### config.mk
export PLATFORM = sky130hd
export DESIGN_NAME = mem_arbiter
export DESIGN_NICKNAME = d
export VERILOG_FILES = /design/src/rtl/mem_arbiter.sv
export SDC_FILE = /design/constraint.sdc
export NUM_CORES = 1
export LEC_CHECK = 0
export CAP_MARGIN = 25
export CELL_PAD_IN_SITES_DETAIL_PLACEMENT = 0
export CELL_PAD_IN_SITES_GLOBAL_PLACEMENT = 1
export CORE_ASPECT_RATIO = 1.1
export CORE_MARGIN = 3
export CORE_UTILIZATION = 11
export CTS_CLUSTER_SIZE = 28
export DETAILED_ROUTE_END_ITERATION = 12
export MAX_ROUTING_LAYER = met4
export PLACE_DENSITY = 0.88
export SETUP_SLACK_MARGIN = 0.3
export SYNTH_ARGS = -nofsm -noshare
export SYNTH_HDL_FRONTEND = slang
export SYNTH_SLANG_ARGS = --single-unit
### constraint.sdc
create_clock -name clock -period 2 [get_ports clock]
set_input_delay 0.4 -clock clock [delete_from_list [all_inputs] [get_ports clock]]
set_output_delay 0.4 -clock clock [all_outputs]
set_load 0.01 [all_outputs]
### src/rtl/mem_arbiter.sv
// Three-way arbiter (program loader, data port, instruction fetch) in front of a
// single-port synchronous memory, with loader bus lock and fetch anti-starvation.
module mem_arbiter #(
  parameter int ADDRESS_BITS = 16,
  parameter int STARVE_LIMIT = 4
) (
  input  logic                    clock,
  input  logic                    reset,

  input  logic                    ld_req,
  input  logic                    ld_wen,
  input  logic                    ld_lock,
  input  logic [ADDRESS_BITS-1:0] ld_addr,
  input  logic [31:0]             ld_wdata,

  input  logic                    d_req,
  input  logic                    d_wen,
  input  logic [ADDRESS_BITS-1:0] d_addr,
  input  logic [31:0]             d_wdata,

  input  logic                    i_req,
  input  logic [ADDRESS_BITS-1:0] i_addr,

  output logic                    ld_gnt,
  output logic                    d_gnt,
  output logic                    i_gnt,
  output logic                    ld_rvalid,
  output logic                    d_rvalid,
  output logic                    i_rvalid,
  output logic [31:0]             rd_data,

  output logic                    mem_en,
  output logic                    mem_wen,
  output logic [ADDRESS_BITS-1:0] mem_addr,
  output logic [31:0]             mem_wdata,
  input  logic [31:0]             mem_rdata
);

  localparam logic [3:0] STARVE_MAX = 4'(STARVE_LIMIT);

  logic [3:0] starve_q, starve_d;
  logic       locked_q, locked_d;
  logic       ld_rvalid_q, ld_rvalid_d;
  logic       d_rvalid_q, d_rvalid_d;
  logic       i_rvalid_q, i_rvalid_d;
  logic       promote;

  // Grants are purely combinational so a request completes in the cycle it is
  // granted. Holding reset low forces every grant off.
  always_comb begin
    ld_gnt  = 1'b0;
    d_gnt   = 1'b0;
    i_gnt   = 1'b0;
    promote = (starve_q == STARVE_MAX);
    if (reset) begin
      if (ld_req) begin
        ld_gnt = 1'b1;
      end else if (!locked_q) begin
        if (i_req && promote) begin
          i_gnt = 1'b1;
        end else if (d_req) begin
          d_gnt = 1'b1;
        end else if (i_req) begin
          i_gnt = 1'b1;
        end
      end
    end
  end

  always_comb begin
    mem_en    = ld_gnt | d_gnt | i_gnt;
    mem_wen   = 1'b0;
    mem_addr  = '0;
    mem_wdata = '0;
    if (ld_gnt) begin
      mem_wen   = ld_wen;
      mem_addr  = ld_addr;
      mem_wdata = ld_wdata;
    end else if (d_gnt) begin
      mem_wen   = d_wen;
      mem_addr  = d_addr;
      mem_wdata = d_wdata;
    end else if (i_gnt) begin
      mem_addr  = i_addr;
    end
  end

  // Lock survives loader idle cycles and drops as soon as ld_lock falls; the
  // counter keeps running while locked so fetch is promoted once it releases.
  always_comb begin
    locked_d = ld_lock & (locked_q | ld_gnt);
    if (i_req && !i_gnt) begin
      starve_d = (starve_q >= STARVE_MAX) ? STARVE_MAX : starve_q + 4'd1;
    end else begin
      starve_d = '0;
    end
    ld_rvalid_d = ld_gnt & ~ld_wen;
    d_rvalid_d  = d_gnt & ~d_wen;
    i_rvalid_d  = i_gnt;
  end

  always_ff @(posedge clock or negedge reset) begin
    if (!reset) begin
      starve_q    <= '0;
      locked_q    <= 1'b0;
      ld_rvalid_q <= 1'b0;
      d_rvalid_q  <= 1'b0;
      i_rvalid_q  <= 1'b0;
    end else begin
      starve_q    <= starve_d;
      locked_q    <= locked_d;
      ld_rvalid_q <= ld_rvalid_d;
      d_rvalid_q  <= d_rvalid_d;
      i_rvalid_q  <= i_rvalid_d;
    end
  end

  assign ld_rvalid = ld_rvalid_q;
  assign d_rvalid  = d_rvalid_q;
  assign i_rvalid  = i_rvalid_q;
  assign rd_data   = mem_rdata;

`ifndef SYNTHESIS
  a_gnt_onehot : assert property (@(posedge clock) disable iff (!reset)
    $onehot0({ld_gnt, d_gnt, i_gnt}));
  a_rvalid_onehot : assert property (@(posedge clock) disable iff (!reset)
    $onehot0({ld_rvalid, d_rvalid, i_rvalid}));
`endif

endmodule
After elaboration in Yosys (flattened, before gate mapping). Index checks and enable logic that the tools add are counted.

Bits of input ports: 152. Register bits: 8. Output and inout bits: 88. Logic and storage cells: 41.

Eq/ne operators: 1. $lt $le $gt $ge: 1. Multiplexer cells: 22. Reduce and logical (&&, ||, !) cells: 3. Bitwise operators: 8. $add $sub $neg: 1.

Operators with widths (number): $mux W32 (2); $mux W16 (3); $mux W1 (15); $mux W4 (2); $add A4 B1 Y4 const B (1); $eq A4 B3 Y1 const B (1); $ge A4 B3 Y1 const B (1); $and A1 B1 Y1 (3); $or A1 B1 Y1 (3); $logic_and A1 B1 Y1 (2); $not A1 Y1 (2); $logic_not A1 Y1 (1).

Depth between registers and ports, before layout.
Depth after elaboration: 9. Mapped depth: 7.

Worst setup path before layout. No wires, ideal clock.

Path type: reg-to-output. Start point: register starve_q[0]. End point: output mem_addr[3]. Path slack: 105 ps. Stages on the path, launching flop included: 7. Data arrival time: 1495 ps. Data required time: 1600 ps. Cell sequence: dfrtp_1 -> inv_1 -> ha_1 -> nand3b_4 -> a2111oi_4 -> buf_6 -> a221o_1.

Word-level cells in the longest chain between the ends: 9. Elaborated cells on any way between the ends: 13.

Ends and longest elaborated chain: from (decl) (RTL line 41) `logic [3:0] starve_q, starve_d;`; from (signal assigned) (RTL line 110) `starve_q <= starve_d;`; $eq A4 B3 Y1 (RTL line 54) `promote = (starve_q == STARVE_MAX);`; $logic_and A1 B1 Y1 (RTL line 59) `if (i_req && promote) begin`; $mux W1 (RTL line 59); $mux W1 (RTL line 58) `end else if (!locked_q) begin`; $mux W1 (RTL line 56) `if (ld_req) begin`; $mux W1 (RTL line 55) `if (reset) begin`; net i_gnt (RTL line 26) `output logic i_gnt,`; $mux W16 (RTL line 83) `end else if (i_gnt) begin`; $mux W16 (RTL line 79) `end else if (d_gnt) begin`; $mux W16 (RTL line 75) `if (ld_gnt) begin`; to (decl) (RTL line 34) `output logic [ADDRESS_BITS-1:0] mem_addr,`.

The timed path passes the listed nets, and every way through them passes these cells.

Final worst setup path.
Start point: register starve_q[0]. End point: output mem_addr[4].

Word-level cells in the longest chain between the ends: 9. Elaborated cells on any way between the ends: 13.

Ends and longest elaborated chain (RTL line): $eq A4 B3 Y1 * (54); $logic_and A1 B1 Y1 * (59); $mux W1 (59); $mux W1 (58); $mux W1 (56); $mux W1 (55); $mux W16 (83); $mux W16 * (79); $mux W16 * (75).

Mark *: on every way between the ends. The rest lies on a longest branch, timed or not.

==> impl_results.md <==
* Status: finished, violations left
* Failing checks: negative setup slack
* Worst r2r src: starve_q[0]
* Root buffer cell: clkbuf_16
* Max stage delay cell, worst path: a2111oi_4
* DRT iter0 DRCs at 64
* Vias/cell at 4.09
* P&R area growth vs syn at 163%
* Fin crit period at 2.37 ns
* Nets at 472
* Synth area leader: a22o_1
* Clock-pin slew on the worst setup and hold paths at 0.03 ns
* Die X at 109 um
* CTS Buf Count at 3
* Yosys warnings at 0
* Min-delay worst type: in2async
* R2R setup slack at 0.27 ns
* Core footprint at 11100 um^2
* Row cnt at 40
* I/O pins at 240
* RSZ-0062 raised after global routing: true
* CP endpoint kind: output port
* Clock latency at the later pin of the worst-skew pair at 0.23 ns
* Fin cells at 463
* Final Hold Vio Count at 0
* Synth Area in Compound Gates at 0.386
* Post-Synth Adder-Cell Area at 0.0196
* Syn Area/Cell at 9.04 um^2
* Vias in the first global route at 2099
* Pwr Density at 334 nW/um^2
* Final core utilization at 0.301
* Pin count of the biggest net entering global routing at 19
* R2R cell count at 9
* Number of H-tree levels at 1
* Yosys reg bits at 8
* Main combinational cell family by area after synthesis: compound AO/OA/AOI/OAI gates
* Gp weighted congestion at 0.726
* Synth Area in Simple Gates at 0.160
* Synth top area cells: a22o_1 23%, buf_4 19%, dfrtp_1 16%
* Antenna-violating nets left at 0
* Share of layout cells above drive strength 1 at 0.370
* Die height at 119 um
* Max incr delay on CP at 0.39 ns
* N_diodes at 0
* Number of remaining DRC errors at 0
* Final setup violation count at 52
* DR WL/cell at 16.0 um
* Worst endpoint required time at 1.60 ns
* CP Launch Type: flop
* Maximum clock rate at 0.421 GHz
* Design Area, Final at 3350 um^2
* Gate Count Post-Synth at 141
* First-pass GRT wire length at 10900 um
* Placement Setup Slack at -0.766 ns
* Mapped cell area at 1270 um^2
* Synth top area share at 0.227
* Seq/Total Area, Yosys at 0.157
* Port bufs at 175
* Reg2reg end: starve_q[1]
* Synthesized Nets at 295
* Cts hold-fix bufs at 0
* Path type of the worst setup path: reg2out
* Total wire length at 7410 um
* Final count of pins violating max slew at 0
* Pre-antenna DRT Iters at 4
* Hpwl dp at 5460 um
* Max-Cap Viols at 0
* Mux cell area share after synthesis at 0
* Clock Tree Buf Depth at 2
* Crit path DAT at 1.97 ns
* Post-placement cell area at 3010 um^2
* Aggregate global-route resource usage at 0.111
* Synth cell types at 23
* Maximum fanout along the worst path at 4
* Grt ovf at 0
* Worst IR Drop VDD at 199 uV
* Worst setup margin at -0.375 ns
* Clock Sinks at 8
* Cell Count Post-Placement at 430
* Xor and xnor area share after synthesis at 0
* Starting density of the core at 0.115
* Leakage at 0.00154 uW
* Skew final at 0.00116 ns
* Initial antenna violation count at 0
* CTS tree: done
* Final worst-path cycle share at 1.19
* DIE AREA at 12900 um^2
* Vias at 1895
* Worst-path cell chain: inv_2 > ha_4 > nand3b_4 > a2111oi_4 > clkbuf_16 > buf_12 > buf_6 > a221o_1 > buf_2
==> layout make-up <==
class | count | area [um^2]
fill | 1173 | 7760
timing repair buffer | 218 | 2120
tap | 147 | 184
sequential | 8 | 200
inverter | 3 | 11.3
clock buffer | 3 | 75.1
multi-input combinational | 84 | 757
==> critical path: cells and delay by family (launching register included) <==
family | cells | cell delay [ns]
simple gates | 1 | 0.10
compound gates | 2 | 0.52
buf+inv | 5 | 0.62
fa+ha+maj | 1 | 0.14
flops | 1 | 0.38
==> worst max path at each step <==
| stage | startpoint | endpoint | slack [ns] | cells past startpoint |
|---|---|---|---|---|
| 2_1_floorplan | starve_q[0] | mem_addr[0] | 0.15 | 7 |
| 3_3_place_gp | reset | mem_addr[4] | -0.72 | 6 |
| 3_5_place_dp | ld_req | mem_addr[8] | -0.77 | 6 |
| 4_1_cts | starve_q[0] | mem_addr[4] | -0.43 | 9 |
| 5_1_grt | starve_q[1] | mem_addr[4] | -0.49 | 9 |
| 6_report | starve_q[0] | mem_addr[4] | -0.37 | 9 |
==> synth_stat cells, drive strengths merged <==
master	instances
nor3	2
a22o	33
and4bb	1
inv	3
dfrtp	8
o21a	2
clkbuf	4
nor4	2
nor2b	2
a2111oi	1
buf	42
a221o	16
or3	1
nand2b	1
conb	1
nand2	2
and2	1
ha	2
nand3b	1
and3	16
==> logic make-up after synthesis <==
| group | after synthesis |
|---|---|
| AOI/OAI and AO/OA | 52 |
| buffers and inverters | 49 |
| and+or+nand+nor | 29 |
| DFF | 8 |
| adders and majority gates | 2 |
| other | 1 |
==> power by group <==
part           switching [uW]  internal (uW)  leakage (uW)
combinational             203            414       0.00140
sequential               4.36            170      0.000106
clock                    69.1            257     0.0000370
total                     277            841       0.00154
==> cell usage in the layout, fill, tap and decap left out <==
master             n
buf_12             7
ha_1               1
clkdlybuf4s50_1  118
a22o_1            33
and3_2             6
o21a_1             1
bufbuf_16          2
or3_4              1
buf_2             48
ha_4               1
o21a_4             1
and2_4             1
nand3b_4           1
buf_4             15
nand2b_4           1
buf_16             3
and4bb_1           1
buf_8              2
a2111oi_4          1
nor4_1             2
inv_2              3
clkbuf_16          4
a221o_1           16
buf_6             19
nor3_1             2
nand2_1            2
nor2b_1            2
conb_1             1
clkdlybuf4s15_2    1
dfrtp_1            8
and3_1            10
dlygate4sd2_1      2
==> sequential cells by signal, indices dropped and copies added, names as in the netlist <==
| signal | count |
|---|---|
| starve_q | 4 |
| d_rvalid | 1 |
| i_rvalid | 1 |
| ld_rvalid | 1 |
| locked_q | 1 |
==> through the flow <==
| stage | TNS, ns | power (uW) | hold WS, ns |
|---|---|---|---|
| after floorplan | 0 | 410 | 0.104 |
| after global placement | -34.46 | 752 | 0.521 |
| after detailed placement | -36.11 | 762 | 0.551 |
| after CTS | -11.74 | 1110 | 0.207 |
| after global routing | -16.72 | 1180 | 0.219 |
| final | -11.94 | 1120 | 0.205 |
==> routing by layer <==
| layer | routed length [um] | global-route usage |
|---|---|---|
| met5 | 0 | - |
| met4 | 102 | 0.0245 |
| met3 | 689 | 0.0222 |
| met2 | 4170 | 0.225 |
| met1 | 2460 | 0.103 |
==> timing repair <==
item | CTS | global route
pin swaps | 17 | 5
endpoints found under the setup margin | 53 | 52
cloned | 6 | 0
buffers inserted | 18 | 6
gates resized for setup | 248 | 10
No activity file was read; power rests on OpenSTA's default activity.
